$ cat src/rtl/sd_pkg.sv
// Shared types and constants for the SD command engine.
package sd_pkg;

  typedef enum logic [2:0] {
    IDLE,
    TX,
    WAIT,
    RX,
    NCC
  } state_t;

  localparam logic [6:0] CRC_POLY = 7'h09;
  localparam int FRAME_LEN = 48;
  localparam int NCC_LEN = 8;
  // Bits covered by CRC7: start, direction, index and argument.
  localparam int CRC_BITS = FRAME_LEN - 8;

endpackage

$ cat src/rtl/sd_crc7.sv
// Serial CRC7 (x^7 + x^3 + 1), MSB first, zero seed.
module sd_crc7
  import sd_pkg::*;
(
  input  logic       clk,
  input  logic       rst,
  input  logic       clr,
  input  logic       en,
  input  logic       din,
  output logic [6:0] crc
);

  logic fb;

  assign fb = din ^ crc[6];

  always_ff @(posedge clk) begin
    if (rst || clr) begin
      crc <= '0;
    end else if (en) begin
      crc <= {crc[5:0], 1'b0} ^ (fb ? CRC_POLY : 7'h00);
    end
  end

endmodule

$ cat src/rtl/sd_cmd_engine.sv
// SD CMD-line engine: sd_clk divider, command serialiser,
// response capture with CRC7 check and timeout.
module sd_cmd_engine
  import sd_pkg::*;
#(
  parameter int CLKDIV  = 31,
  parameter int NCR_MAX = 64
) (
  input  logic        clk,
  input  logic        rst,
  input  logic        cmd_valid,
  output logic        cmd_ready,
  input  logic [5:0]  cmd_index,
  input  logic [31:0] cmd_arg,
  input  logic        cmd_resp,
  output logic        resp_valid,
  output logic [5:0]  resp_index,
  output logic [31:0] resp_arg,
  output logic        resp_crc_err,
  output logic        resp_timeout,
  output logic        sd_clk,
  output logic        sd_cmd_o,
  output logic        sd_cmd_oe,
  input  logic        sd_cmd_i
);

  localparam int DW = (CLKDIV > 1) ? $clog2(CLKDIV) : 1;

  logic [DW-1:0] div;
  logic          wrap;
  logic          fall_tick;
  logic          rise_tick;

  assign wrap      = (div == DW'(CLKDIV - 1));
  assign fall_tick = wrap && sd_clk;
  assign rise_tick = wrap && !sd_clk;

  always_ff @(posedge clk) begin
    if (rst) begin
      div    <= '0;
      sd_clk <= 1'b0;
    end else if (wrap) begin
      div    <= '0;
      sd_clk <= ~sd_clk;
    end else begin
      div <= div + 1'b1;
    end
  end

  logic [1:0] sync;
  logic       samp;

  assign samp = sync[1];

  always_ff @(posedge clk) begin
    if (rst) sync <= 2'b11;
    else     sync <= {sync[0], sd_cmd_i};
  end

  state_t      state;
  logic [15:0] cnt;
  logic [39:0] tx_sh;
  logic [45:0] rx_sh;
  logic [46:0] rx_full;
  logic        want_resp;
  logic        accept;
  logic        crc_clr;
  logic        crc_en;
  logic        crc_din;
  logic [6:0]  crc;

  assign accept  = (state == IDLE) && cmd_valid && cmd_ready;
  // Start bit is never stored; rx_full is frame bits 46..0.
  assign rx_full = {rx_sh, samp};

  always_comb begin
    crc_clr = accept || (state == WAIT);
    crc_en  = 1'b0;
    crc_din = samp;
    unique case (1'b1)
      (state == TX): begin
        crc_en  = fall_tick && cnt < 16'(CRC_BITS);
        crc_din = tx_sh[39];
      end
      (state == RX): begin
        crc_en = rise_tick && cnt < 16'(CRC_BITS);
      end
      default: ;
    endcase
  end

  sd_crc7 u_crc (
    .clk (clk),
    .rst (rst),
    .clr (crc_clr),
    .en  (crc_en),
    .din (crc_din),
    .crc (crc)
  );

  always_ff @(posedge clk) begin
    if (rst) begin
      state        <= IDLE;
      cnt          <= '0;
      tx_sh        <= '0;
      rx_sh        <= '0;
      want_resp    <= 1'b0;
      cmd_ready    <= 1'b1;
      sd_cmd_oe    <= 1'b0;
      sd_cmd_o     <= 1'b1;
      resp_valid   <= 1'b0;
      resp_index   <= '0;
      resp_arg     <= '0;
      resp_crc_err <= 1'b0;
      resp_timeout <= 1'b0;
    end else begin
      resp_valid <= 1'b0;
      unique case (state)
        IDLE: begin
          if (accept) begin
            tx_sh        <= {2'b01, cmd_index, cmd_arg};
            want_resp    <= cmd_resp;
            resp_index   <= '0;
            resp_arg     <= '0;
            resp_crc_err <= 1'b0;
            resp_timeout <= 1'b0;
            cmd_ready    <= 1'b0;
            cnt          <= '0;
            state        <= TX;
          end
        end
        TX: begin
          if (fall_tick) begin
            if (cnt == 16'(FRAME_LEN)) begin
              sd_cmd_oe <= 1'b0;
              sd_cmd_o  <= 1'b1;
              cnt       <= '0;
              state     <= want_resp ? WAIT : NCC;
            end else begin
              sd_cmd_oe <= 1'b1;
              cnt       <= cnt + 16'd1;
              // CRC is final here; park its tail and the end bit.
              if (cnt == 16'(CRC_BITS)) begin
                sd_cmd_o      <= crc[6];
                tx_sh[39:33]  <= {crc[5:0], 1'b1};
              end else begin
                sd_cmd_o <= tx_sh[39];
                tx_sh    <= {tx_sh[38:0], 1'b0};
              end
            end
          end
        end
        WAIT: begin
          if (rise_tick) begin
            if (!samp) begin
              rx_sh <= '0;
              cnt   <= 16'd1;
              state <= RX;
            end else if (cnt == 16'(NCR_MAX - 1)) begin
              resp_timeout <= 1'b1;
              cnt          <= '0;
              state        <= NCC;
            end else begin
              cnt <= cnt + 16'd1;
            end
          end
        end
        RX: begin
          if (rise_tick) begin
            rx_sh <= rx_full[45:0];
            if (cnt == 16'(FRAME_LEN - 1)) begin
              resp_index   <= rx_full[45:40];
              resp_arg     <= rx_full[39:8];
              resp_crc_err <= rx_full[46] || (rx_full[7:1] != crc)
                              || !rx_full[0];
              cnt          <= '0;
              state        <= NCC;
            end else begin
              cnt <= cnt + 16'd1;
            end
          end
        end
        NCC: begin
          if (fall_tick) begin
            if (cnt == 16'(NCC_LEN - 1)) begin
              resp_valid <= 1'b1;
              cmd_ready  <= 1'b1;
              cnt        <= '0;
              state      <= IDLE;
            end else begin
              cnt <= cnt + 16'd1;
            end
          end
        end
        default: state <= IDLE;
      endcase
    end
  end

endmodule

$ cat config.mk
export PLATFORM = sky130hd
export DESIGN_NAME = sd_cmd_engine
export DESIGN_NICKNAME = d
export VERILOG_FILES = /design/src/rtl/sd_pkg.sv /design/src/rtl/sd_crc7.sv /design/src/rtl/sd_cmd_engine.sv
export SDC_FILE = /design/constraint.sdc
export NUM_CORES = 1
export LEC_CHECK = 0
export ABC_AREA = 1
export BUFFER_PORTS_ARGS = -buffer_cell sky130_fd_sc_hd__buf_2
export CORE_ASPECT_RATIO = 1.4
export CORE_UTILIZATION = 45
export CTS_BUF_LIST = sky130_fd_sc_hd__clkbuf_8 sky130_fd_sc_hd__clkbuf_16
export DETAILED_ROUTE_END_ITERATION = 16
export GPL_TIMING_DRIVEN = 1
export SLEW_MARGIN = 0
export SYNTH_ARGS = -nofsm -noshare
export SYNTH_HDL_FRONTEND = slang
export SYNTH_SLANG_ARGS = --single-unit
$ cat constraint.sdc
create_clock -name clk -period 2.3 [get_ports clk]
set_input_delay 0.23 -clock clk [delete_from_list [all_inputs] [get_ports clk]]
set_output_delay 0.23 -clock clk [all_outputs]
set_load 0.01 [all_outputs]
Word-level counts from Yosys, hierarchy flattened
Index checks and enable logic that the tools add are counted.

word-level totals
  register bits after elaboration = 165
  input bits = 43
  output and inout port bits = 45
  logic and storage cells = 141

operators by class
  $add $sub $neg = 2
  $lt $le $gt $ge = 1
  eq/ne operators = 25
  multiplexer cells = 59
  bitwise operators = 5
  reductions and logical operators = 31

operator list
  operator                                                     count
  two-way mux 16 bit                                           10
  two-way mux 46 bit                                           3
  two-way mux 40 bit                                           3
  two-way mux 32 bit                                           3
  one-hot mux 46 bit (2 select lines)                          1
  one-hot mux 16 bit (5 select lines)                          1
  one-hot mux 40 bit (2 select lines)                          1
  equality test 16 x 6 -> 1 bit, second input constant         4
  one-hot mux 32 bit (2 select lines)                          1
  two-way mux 3 bit                                            11
  two-way mux 33 bit                                           1
  inequality test 2 bit, second input constant                 10
  two-way mux 6 bit                                            3
  adder 16 x 1 -> 16 bit, second input constant                1
  equality test 16 x 3 -> 1 bit, second input constant         1
  less-than comparator 16 x 6 -> 1 bit, second input constant  1
  AND reduction 4 bit                                          4
  one-hot mux 3 bit (5 select lines)                           1
  two-way mux 1 bit                                            13
  one-hot mux 6 bit (2 select lines)                           1
  AND reduction 5 bit                                          2
  nonzero test 2 bit                                           5
  AND reduction 9 bit                                          1
  one-hot mux 1 bit (2 select lines)                           4
  22 further kinds                                             37

Logic depth before layout (Yosys ltp)
Gate-level depths: netlist of run 1.

  depth in word-level cells = 6
  depth in mapped cells = 14
  depth with buffers taken out = 14

Hierarchy
A second synthesis of run 1 with hierarchy kept.

unflattened totals
  cells, all modules = 1111
  area total of the unflattened synthesis = 7554.7 µm²

modules (own cells, without submodules)
  module         instances  cells each  area each (µm²)  seq. area each (µm²)
  sd_cmd_engine  1          1070        7252.0           3163.0
  sd_crc7        1          41          302.8            140.1

Worst setup path before layout of run 1
No wires, ideal clock.

  path kind = register to register
  start point = register cnt[0]
  end point = register resp_arg[0]
  setup time = 132 ps
  data arrival time = 1491 ps
  required time = 2168 ps
  path slack = 677 ps
  stages on the path, launching flop included = 11
  path buffers = 2
  clock period less this slack = 1623 ps
  cells stage by stage = dfxtp_1 > ha_1 > nand3_1 > nor2_1 > nand2_1 > o21ai_1 > nand2_1 > buf_2 > buf_4 > nand2_1 > a21oi_1

between the ends
  word-level cells in the longest chain between the ends = 3

ends and longest elaborated chain
  what                                      RTL line              text
  start: declaration                        sd_cmd_engine.sv:61   logic [15:0] cnt;
  start signal: assignment                  sd_cmd_engine.sv:141  cnt <= cnt + 16'd1;
  start signal: assignment                  sd_cmd_engine.sv:164  cnt <= cnt + 16'd1;
  start signal: assignment                  sd_cmd_engine.sv:179  cnt <= cnt + 16'd1;
  equality test 16 x 6 -> 1 bit             sd_cmd_engine.sv:171  if (cnt == 16'(FRAME_LEN - 1)) begin
  inequality test 2 x 1 -> 1 bit (no line)  -
  AND reduction 4 bit (no line)             -
  end signal: assignment                    sd_cmd_engine.sv:173  resp_arg <= rx_full[39:8];
  end: declaration                          sd_cmd_engine.sv:18   output logic [31:0] resp_arg,

No other way between the ends.
A chain may end at the register's enable or synchronous reset.

Final worst setup path of run 1
  start point = register state[0]
  end point = register tx_sh[13]

between the ends
  word-level cells in the longest chain between the ends = 5
  elaborated cells between the ends (all ways) = 11
  classes of those cells = eq/ne: 5; mux: 1; reduce/logical: 5

ends and longest elaborated chain
  what                             RTL line                                   text
  start: declaration               sd_cmd_engine.sv:60                        state_t state;
  start signal: assignment         sd_cmd_engine.sv:138                       state <= want_resp ? WAIT : NCC;
  zero test 3 bit                  sd_cmd_engine.sv:72, sd_cmd_engine.sv:118
  logical AND 1 bit (2 in series)  sd_cmd_engine.sv:72                        assign accept = (state == IDLE) && cmd_valid && cmd_ready;
  inequality test 2 bit (no line)  -
  AND reduction 5 bit (no line)    -
  end signal: assignment           sd_cmd_engine.sv:121                       tx_sh <= {2'b01, cmd_index, cmd_arg};
  end signal: assignment           sd_cmd_engine.sv:148                       tx_sh <= {tx_sh[38:0], 1'b0};
  end: declaration                 sd_cmd_engine.sv:62                        logic [39:0] tx_sh;

Several ways; a longest one is shown, not always the timed one.

==> flow_summary.yaml, run 1 <==
hold_path:
  min_path_type: "in -> reg"
synth:
  yosys_warnings: 0
  ys_seq_area_frac: 0.445
  yosysTopAreaCell: "dfxtp_1"
  synth_nets: 1136
  yosysTopAreaCellShare: 0.445
  avgSynthCellArea_sq_um: 6.82
  netlist_area_sq_um: 7430
  synthArstFlopShare: 0
  ys_types: 37
  dominantRegCellSynth: "dfxtp_1"
  synthCells: 1089
  ys_ff_latch: 165
  synth_edf_count: 0
  synthTopCellsByArea: "dfxtp_1 44%, nand2_1 13%, nor2_1 9.2%"
setup_path:
  path_cells: "nand2_2 > nor2_2 > inv_2 > o21ai_4 > buf_4 > o21ai_0 > nor2_1"
  critPathCaptureType: "flop"
  slowest_stage: "dfxtp_1"
  startpoint_type: "flop"
  criticalPathCategory: "reg -> reg"
  critPathRequiredTime_ps: 2660
  critical-path-max-stage-delay_ps: 400
  worstPathArrival_ps: 2370
  crit_path_max_fanout: 32
power:
  total_leakage_power_nw: 3.59
  power.density_nw_per_um2: 1000
  finalPower_mw: 8.63
  peakVddDrop_uv: 569
cells_and_area:
  syn2layout_area_growth_pct: 15.8
  final_cells: 1366
  final_core_util: 0.532
  final_cell_mix: "257 x nand2_1, 183 x nor2_1, 165 x dfxtp_1"
  diodes: 0
  final_common_cell: "nand2_1"
  final_nets: 1201
  fillCellCount: 1655
  design_area_sq_um: 8610
  drive_gt1_frac: 0.138
clocking:
  cts_buffer_depth: 2
  cts_made_buffers: 17
  cts.clk_slew.worst_paths_ps: 60
  cts_setup_buffers: 0
  cts.sinks: 165
  cts_root_buffer: "clkbuf_16"
  cts_htree_levels: 4
  cts_tree: "yes"
  clock_latency_ps: 430
route:
  vias_per_cell: 5.02
  wire_per_inst_um: 13.4
  ant_nets: 0
  routed_wl_um: 18300
  num_vias: 6862
  dr.pass1.iters: 4
  drc_errors: 0
  drt_iter0_markers: 366
sta:
  fin_worst_skew_ps: 9.92
  period_share: 0.875
  maxSlewViolCount: 0
  fmax_mhz: 497
  hold_ws_ps: 74.6
  rsz0062_at_grt: "no"
  max-slew-margin-rel: 0.592
  finalWorstSetupSlack_ps: 288
  tightest_slew_ps: 612
  fin_crit_ps: 2010
  hold_violations: 0
  finalSetupTns_ps: 0
  final-setup-viol-count: 0
floorplan:
  fp-row-count: 55
  dieArea_sq_um: 17000
  die_y_um: 154
  coreArea_sq_um: 16200
  ios: 88
  initial_core_util: 0.459
  die_x_um: 111
place:
  port_buffers: 87
  dp_hpwl_um: 12200
  pre_cts_slack_ps: 153
  place_area_sq_um: 7980
  place_inst: 1333
  place_congestion: 0.888
grt:
  grt_antenna_before_repair: 0
  grt_max_degree: 93
  grt_overflow: 0
  grt_pass1_wl_um: 30500
  grtUsageTotal: 0.218
  grt_pass1_vias: 6434
run_status:
  outcome: "completed"
job:
  drv_cap: 0
==> flip-flops by register name (all words and copies together) (netlist names) <==
register and cells:
rx_sh 46, tx_sh 40, resp_arg 32, cnt 16, u_crc.crc 7, resp_index 6
div 5, state 3, sync 2, cmd_ready 1, resp_crc_err 1, resp_timeout 1
resp_valid 1, sd_clk 1, sd_cmd_o 1, sd_cmd_oe 1, want_resp 1
==> synthesized netlist by cell type, types with 4 or more instances <==
master / instances
nand2_1: 257
nor2_1: 183
dfxtp_1: 165
o21ai_0: 112
a21oi_1: 111
inv_1: 85
nand3_1: 40
clkbuf_1: 26
buf_2: 20
inv_2: 8
nor3_1: 8
a211oi_1: 6
buf_4: 6
nand4_1: 6
o21ai_1: 6
nand2_2: 5
ha_1: 4
nor2_2: 4
o211ai_1: 4
or2_2: 4
xor2_1: 4
==> worst max-delay path: cells and delay by family, from the launching register on <==
family                 cells  cell delay (ps)
AO/OA/AOI/OAI              2              370
buffers and inverters      2              570
flip-flops                 1              400
AND/OR/NAND/NOR            3              590
==> kinds of logic (layout without fill, tap and decap cells) <==
group	count (synthesis)	count (layout)	share of synthesized area
buffers and inverters	151	229	0.0860
multiplexers	1	1	0.00135
flip-flops	165	165	0.445
AND/OR/NAND/NOR	516	516	0.282
XOR/XNOR	7	7	0.00825
AO/OA/AOI/OAI	245	245	0.172
adder cells (fa/ha/maj)	4	4	0.00674
==> report_power, final <==
part / switching (mW) / internal (mW) / total (mW)
Sequential: 0.208 / 3.25 / 3.46
Combinational: 1.52 / 0.688 / 2.21
Clock: 1.16 / 1.80 / 2.96
==> worst paths after layout <==
path                         startpoint                      to  slack, ps  cells past startpoint
setup / recovery  state[0]$_SDFFE_PP0P_  tx_sh[13]$_SDFFE_PP0P_        290                      7
hold / removal             cmd_index[2]  tx_sh[34]$_SDFFE_PP0P_         70                      3
setup reg to reg  state[0]$_SDFFE_PP0P_  tx_sh[13]$_SDFFE_PP0P_        290                      7
hold reg to reg      sync[0]$_SDFF_PP1_      sync[1]$_SDFF_PP1_        410                      1
==> per-layer routing <==
| metal | routed length (um) | vias up | track usage |
|---|---|---|---|
| li1 | - | 3612 | - |
| met1 | 8260 | 3138 | 0.258 |
| met2 | 9170 | 88 | 0.388 |
| met3 | 498 | 24 | 0.0434 |
| met4 | 367 | 0 | 0.0819 |
| met5 | 0 | - | 0 |
==> area by class of cell <==
class | instances | area [sq um] | area share
clock buffers | 17 | 425 | 0.0494
multi-input cells | 773 | 3490 | 0.405
flip-flops and latches | 165 | 3300 | 0.384
clock inverters | 15 | 188 | 0.0218
inverters | 95 | 364 | 0.0423
well taps | 199 | 249 | 0.0289
repair buffers | 102 | 588 | 0.0683
==> repair_timing <==
item | 4_1_cts | 5_1_grt
resized for setup | 0 | 4
endpoints found under the setup margin | 0 | 28
hold endpoints to repair | 1 | 0
hold buffers | 1 | 0
Power figures use the tool's default switching activity.
==> inputs of run 2 (changes only) <==
--- a/config.mk
+++ b/config.mk
@@ -6,11 +6,12 @@
 export NUM_CORES = 1
 export LEC_CHECK = 0
 export ABC_AREA = 1
-export BUFFER_PORTS_ARGS = -buffer_cell sky130_fd_sc_hd__buf_2
 export CORE_ASPECT_RATIO = 1.4
 export CORE_UTILIZATION = 45
 export CTS_BUF_LIST = sky130_fd_sc_hd__clkbuf_8 sky130_fd_sc_hd__clkbuf_16
+export CTS_CLUSTER_DIAMETER = 150
 export DETAILED_ROUTE_END_ITERATION = 16
+export DONT_BUFFER_PORTS = 1
 export GPL_TIMING_DRIVEN = 1
 export SLEW_MARGIN = 0
 export SYNTH_ARGS = -nofsm -noshare
==> run 2 against run 1 <==
Net effect:
- hold slack got worse by 33 ps
- wire length fell by 1.7%
- maximum frequency fell by 0.29%
- register-to-register slack barely moved
- clock-buffer cell count rose by 1
- non-clock buffer count fell by 78
- die area did not move
- flip-flop and latch count did not move
- final cell count fell by 5.7%
- total power fell by 1.5%
- critical path depth rose by 3
- critical path type unchanged
- critical endpoint is now cnt[3]$_SDFFE_PP0P_
- highest routed layer unchanged
==> flow_summary.yaml, run 2 (synthesis results as in run 1) <==
cells_and_area:
  largest_registers: "rx_sh: 46 flops, tx_sh: 40 flops, resp_arg: 32 flops"
  final_nets: 1123
  drive_gt1_frac: 0.0716
  final_core_util: 0.510
  diodes: 0
  final_cell_mix: "257 x nand2_1, 183 x nor2_1, 165 x dfxtp_1"
  final_cells: 1288
  largest_reg_flops: 46
  syn2layout_area_growth_pct: 11.1
  final_common_cell: "nand2_1"
  regMostFlops: "rx_sh"
grt:
  grt_overflow: 0
  grt_pass1_wl_um: 29800
  grtUsageTotal: 0.215
  grt_antenna_before_repair: 0
  grt_pass1_vias: 6207
  grt_max_degree: 87
floorplan:
  die_x_um: 111
  ios: 88
  fp-row-count: 55
  initial_core_util: 0.459
  coreArea_sq_um: 16200
  dieArea_sq_um: 17000
  die_y_um: 154
route:
  num_vias: 6613
  dr.pass1.iters: 5
  vias_per_cell: 5.13
  wire_per_inst_um: 14.0
  drc_errors: 0
  ant_nets: 0
  routed_wl_um: 18000
  drt_iter0_markers: 410
clocking:
  cts_setup_buffers: 0
  cts_resized: 0
  cts.clk_slew.worst_paths_ps: 60
  cts_root_buffer: "clkbuf_16"
  hold_buffers: 9
  cts_tree: "yes"
  cts.sinks: 165
  cts_buffer_depth: 2
  cts_made_buffers: 17
  clock_latency_ps: 430
  cts_htree_levels: 4
power:
  power.density_nw_per_um2: 1030
  finalPower_mw: 8.50
  peakVddDrop_uv: 503
  total_leakage_power_nw: 3.23
sta:
  fmax_mhz: 496
  fin_worst_skew_ps: 13.2
  fin_crit_ps: 2020
  maxSlewViolCount: 0
  max-slew-margin-rel: 0.650
  hold_violations: 0
  finalSetupTns_ps: 0
  final-setup-viol-count: 0
  hold_ws_ps: 41.4
  tightest_slew_ps: 520
  rsz0062_at_grt: "no"
  period_share: 0.877
setup_path:
  worstPathArrival_ps: 2330
  r2r_slack_ps: 280
  startpoint_type: "flop"
  critPathCaptureType: "flop"
  criticalPathCategory: "reg -> reg"
  critPathRequiredTime_ps: 2610
  crit_path_max_fanout: 5
place:
  place_congestion: 0.881
  port_buffers: 0
  place_inst: 1247
  dp_hpwl_um: 12000
run_status:
  outcome: "completed"
hold_path:
  min_path_type: "in -> reg"
job:
  drv_cap: 0
[run 2: cell type report]
| cell class | instances | area (sq um) |
|---|---|---|
| well taps | 199 | 249 |
| flip-flops and latches | 165 | 3300 |
| clock buffers | 18 | 439 |
| clock inverters | 14 | 164 |
| inverters | 95 | 359 |
| multi-input cells | 773 | 3490 |
| repair buffers | 24 | 245 |
| fillers | 1617 | 7920 |
[run 2: power by group]
part	internal, mW	switching [mW]	leakage, nW
clock network	1.66	1.23	0.299
registers	3.25	0.292	1.34
logic	0.639	1.43	1.59
[run 2: critical path: stages (launching register included)]
cell and delay [ps]:
dfxtp_1 380, ha_1 250, nand3_1 170, nor2_1 140, nand2_1 110, nand2_1 80
nand2_1 80, nor2_1 270, nand2_1 150, nand2_1 200, nor2_1 70
[run 2: path summary, 6_finish.rpt]
check / endpoint / cells past startpoint / from
worst min-delay path: resp_arg[3]$_SDFFE_PP0P_ / 3 / rst
worst max-delay path: cnt[3]$_SDFFE_PP0P_ / 10 / cnt[1]$_SDFFE_PP0P_
worst max register to register: cnt[3]$_SDFFE_PP0P_ / 10 / cnt[1]$_SDFFE_PP0P_
worst min register to register: sync[1]$_SDFF_PP1_ / 1 / sync[0]$_SDFF_PP1_
[run 2: metrics by stage]
stage          worst slack [ps]  instance area, sq um
4_1_cts                     267                  8250
6_report                    282                  8250
3_3_place_gp                300                  7540
2_1_floorplan               677                  7430
5_1_grt                    28.2                  8250
3_5_place_dp                285                  7540
[run 2: layer usage]
| metal | global-route usage | share of wire | vias up |
|---|---|---|---|
| li1 | - | - | 3457 |
| met1 | 0.257 | 0.43 | 3004 |
| met2 | 0.364 | 0.49 | 124 |
| met3 | 0.0552 | 0.055 | 28 |
| met4 | 0.0914 | 0.021 | 0 |
| met5 | 0 | 0 | - |
==> inputs of run 3 (changes only) <==
--- a/config.mk
+++ b/config.mk
@@ -13,6 +13,7 @@
 export DETAILED_ROUTE_END_ITERATION = 16
 export DONT_BUFFER_PORTS = 1
 export GPL_TIMING_DRIVEN = 1
+export MAX_ROUTING_LAYER = met4
 export SLEW_MARGIN = 0
 export SYNTH_ARGS = -nofsm -noshare
 export SYNTH_HDL_FRONTEND = slang
==> run 3 against run 2 <==
Net effect:
- global-route usage grew 0.92 points
- register-to-register slack lost 60 ps
- final cell count shrank 0.16%
- final area shrank 0.50%
- first-iteration DRC count shrank 33%
==> flow_summary.yaml, run 3 (synthesis results as in run 1) <==
setup_path:
  r2r_cells: 10
  criticalPathCategory: "reg -> reg"
  worstPathArrival_ps: 2430
  r2r_slack_ps: 230
  critPathCaptureType: "flop"
  regToRegStartpoint: "cnt[1]$_SDFFE_PP0P_"
  rr_endpoint: "resp_crc_err$_SDFFE_PP0P_"
  critPathRequiredTime_ps: 2660
  startpoint_type: "flop"
  crit_path_max_fanout: 26
floorplan:
  die_y_um: 154
  coreArea_sq_um: 16200
  dieArea_sq_um: 17000
  fp-row-count: 55
  die_x_um: 111
  initial_core_util: 0.459
  ios: 88
grt:
  grt_antenna_before_repair: 0
  grt_pass1_vias: 6327
  grtUsageTotal: 0.224
  grt_overflow: 0
  grt_max_degree: 100
  grt_pass1_wl_um: 30200
sta:
  hold_violations: 0
  rsz0062_at_grt: "no"
  max-slew-margin-rel: 0.613
  fmax_mhz: 482
  finalSetupTns_ps: 0
  period_share: 0.902
  maxSlewViolCount: 0
  fin_worst_skew_ps: 8.12
  fin_crit_ps: 2070
  tightest_slew_ps: 579
  final-setup-viol-count: 0
  finalWorstSetupSlack_ps: 227
cells_and_area:
  drive_gt1_frac: 0.0699
  final_cell_mix: "257 x nand2_1, 183 x nor2_1, 165 x dfxtp_1"
  syn2layout_area_growth_pct: 10.5
  fillCellCount: 1624
  largest_reg_flops: 46
  design_area_sq_um: 8210
  final_cells: 1286
  final_nets: 1122
  final_common_cell: "nand2_1"
  largest_registers: "rx_sh: 46 flops, tx_sh: 40 flops, resp_arg: 32 flops"
  regMostFlops: "rx_sh"
  final_core_util: 0.508
  diodes: 0
job:
  drv_cap: 0
hold_path:
  whs_endpoint: "resp_timeout$_SDFFE_PP0P_"
  min_path_type: "in -> reg"
  holdPathStages: 3
  worstHoldStart: "rst"
run_status:
  outcome: "completed"
power:
  power.density_nw_per_um2: 1020
  intPower_mw: 5.42
  peakVddDrop_uv: 561
  p_clk_frac: 0.332
  power.switching_mw: 2.95
  p_seq_frac: 0.423
  total_leakage_power_nw: 3.20
  netSwitchingFraction: 0.352
  p_comb_frac: 0.245
clocking:
  clock_latency_ps: 430
  cts_root_buffer: "clkbuf_16"
  cts_made_buffers: 17
  cts.clk_slew.worst_paths_ps: 60
  cts_tree: "yes"
  cts.sinks: 165
  cts_htree_levels: 4
  cts_buffer_depth: 2
route:
  routed_wl_um: 17900
  wl_met2_um: 8740
  vias_per_cell: 5.14
  top_layer: "met4"
  drt_iter0_markers: 274
  dr.pass1.iters: 5
  drc_errors: 0
  met1_length_um: 7810
  num_vias: 6605
  wire_per_inst_um: 13.9
  ant_nets: 0
  dr_wl_met3_um: 828
place:
  port_buffers: 0
  place_area_sq_um: 7530
  place_congestion: 0.881
  dp_hpwl_um: 11900
  pre_cts_slack_ps: 245
  place_inst: 1246
[run 3: how the worst max path moves through the flow]
| stage | start | end | slack, ps | cells after the start |
|---|---|---|---|---|
| after floorplan | cnt[0]$_SDFFE_PP0P_ | resp_arg[0]$_SDFFE_PP0P_ | 680 | 10 |
| after global placement | cnt[1]$_SDFFE_PP0P_ | resp_crc_err$_SDFFE_PP0P_ | 260 | 10 |
| after detailed placement | cnt[1]$_SDFFE_PP0P_ | resp_crc_err$_SDFFE_PP0P_ | 240 | 10 |
| after CTS | cnt[1]$_SDFFE_PP0P_ | resp_crc_err$_SDFFE_PP0P_ | 230 | 10 |
| after global routing | cnt[1]$_SDFFE_PP0P_ | resp_crc_err$_SDFFE_PP0P_ | 40 | 10 |
| final | cnt[1]$_SDFFE_PP0P_ | resp_crc_err$_SDFFE_PP0P_ | 230 | 10 |
[run 3: final cells by class]
cell class	count	area [sq um]	area share
clock inverter	13	138	0.0168
timing repair buffer	23	230	0.0280
multi-input combinational	773	3490	0.425
tap	199	249	0.0303
sequential	165	3300	0.402
clock buffer	18	439	0.0535
inverter	95	359	0.0437
[run 3: metal layers]
layer | GRT usage | vias up
met5 | - | -
met4 | 0.0990 | 0
met3 | 0.0548 | 34
met2 | 0.370 | 126
met1 | 0.257 | 2987
li1 | - | 3458
[run 3: power groups by stage]
stage               clock network (mW)  registers [mW]  logic [mW]
finish                            2.78            3.54        2.05
floorplan                            0            3.53        1.64
CTS                               2.84            3.54        2.08
global placement                     0            3.60        2.02
detailed placement                   0            3.60        2.04
global route                      2.96            3.59        2.35
[run 3: what timing repair did]
action                     CTS  global route
setup endpoints to repair    0             0
hold buffers                 9             0
resized for setup            0             0
hold endpoints to repair    56             0
setup buffers                0             0
[run 3: critical path, stage by stage, from the launching register on]
cell     delay (ps)
dfxtp_1         380
ha_1            240
nand3_1         190
nor2_1          150
nand2_1         110
o21ai_1         130
nand2_1         170
inv_2           100
buf_4           280
nand3_1         130
a21oi_1         130
[run 3: through the flow]
| stage | hold WS (ps) | total power [mW] |
|---|---|---|
| global placement | 303 | 5.62 |
| floorplan | 334 | 5.17 |
| global route | 49.1 | 8.91 |
| detailed placement | 305 | 5.64 |
| finish | 25.9 | 8.37 |
| CTS | 8.52 | 8.47 |
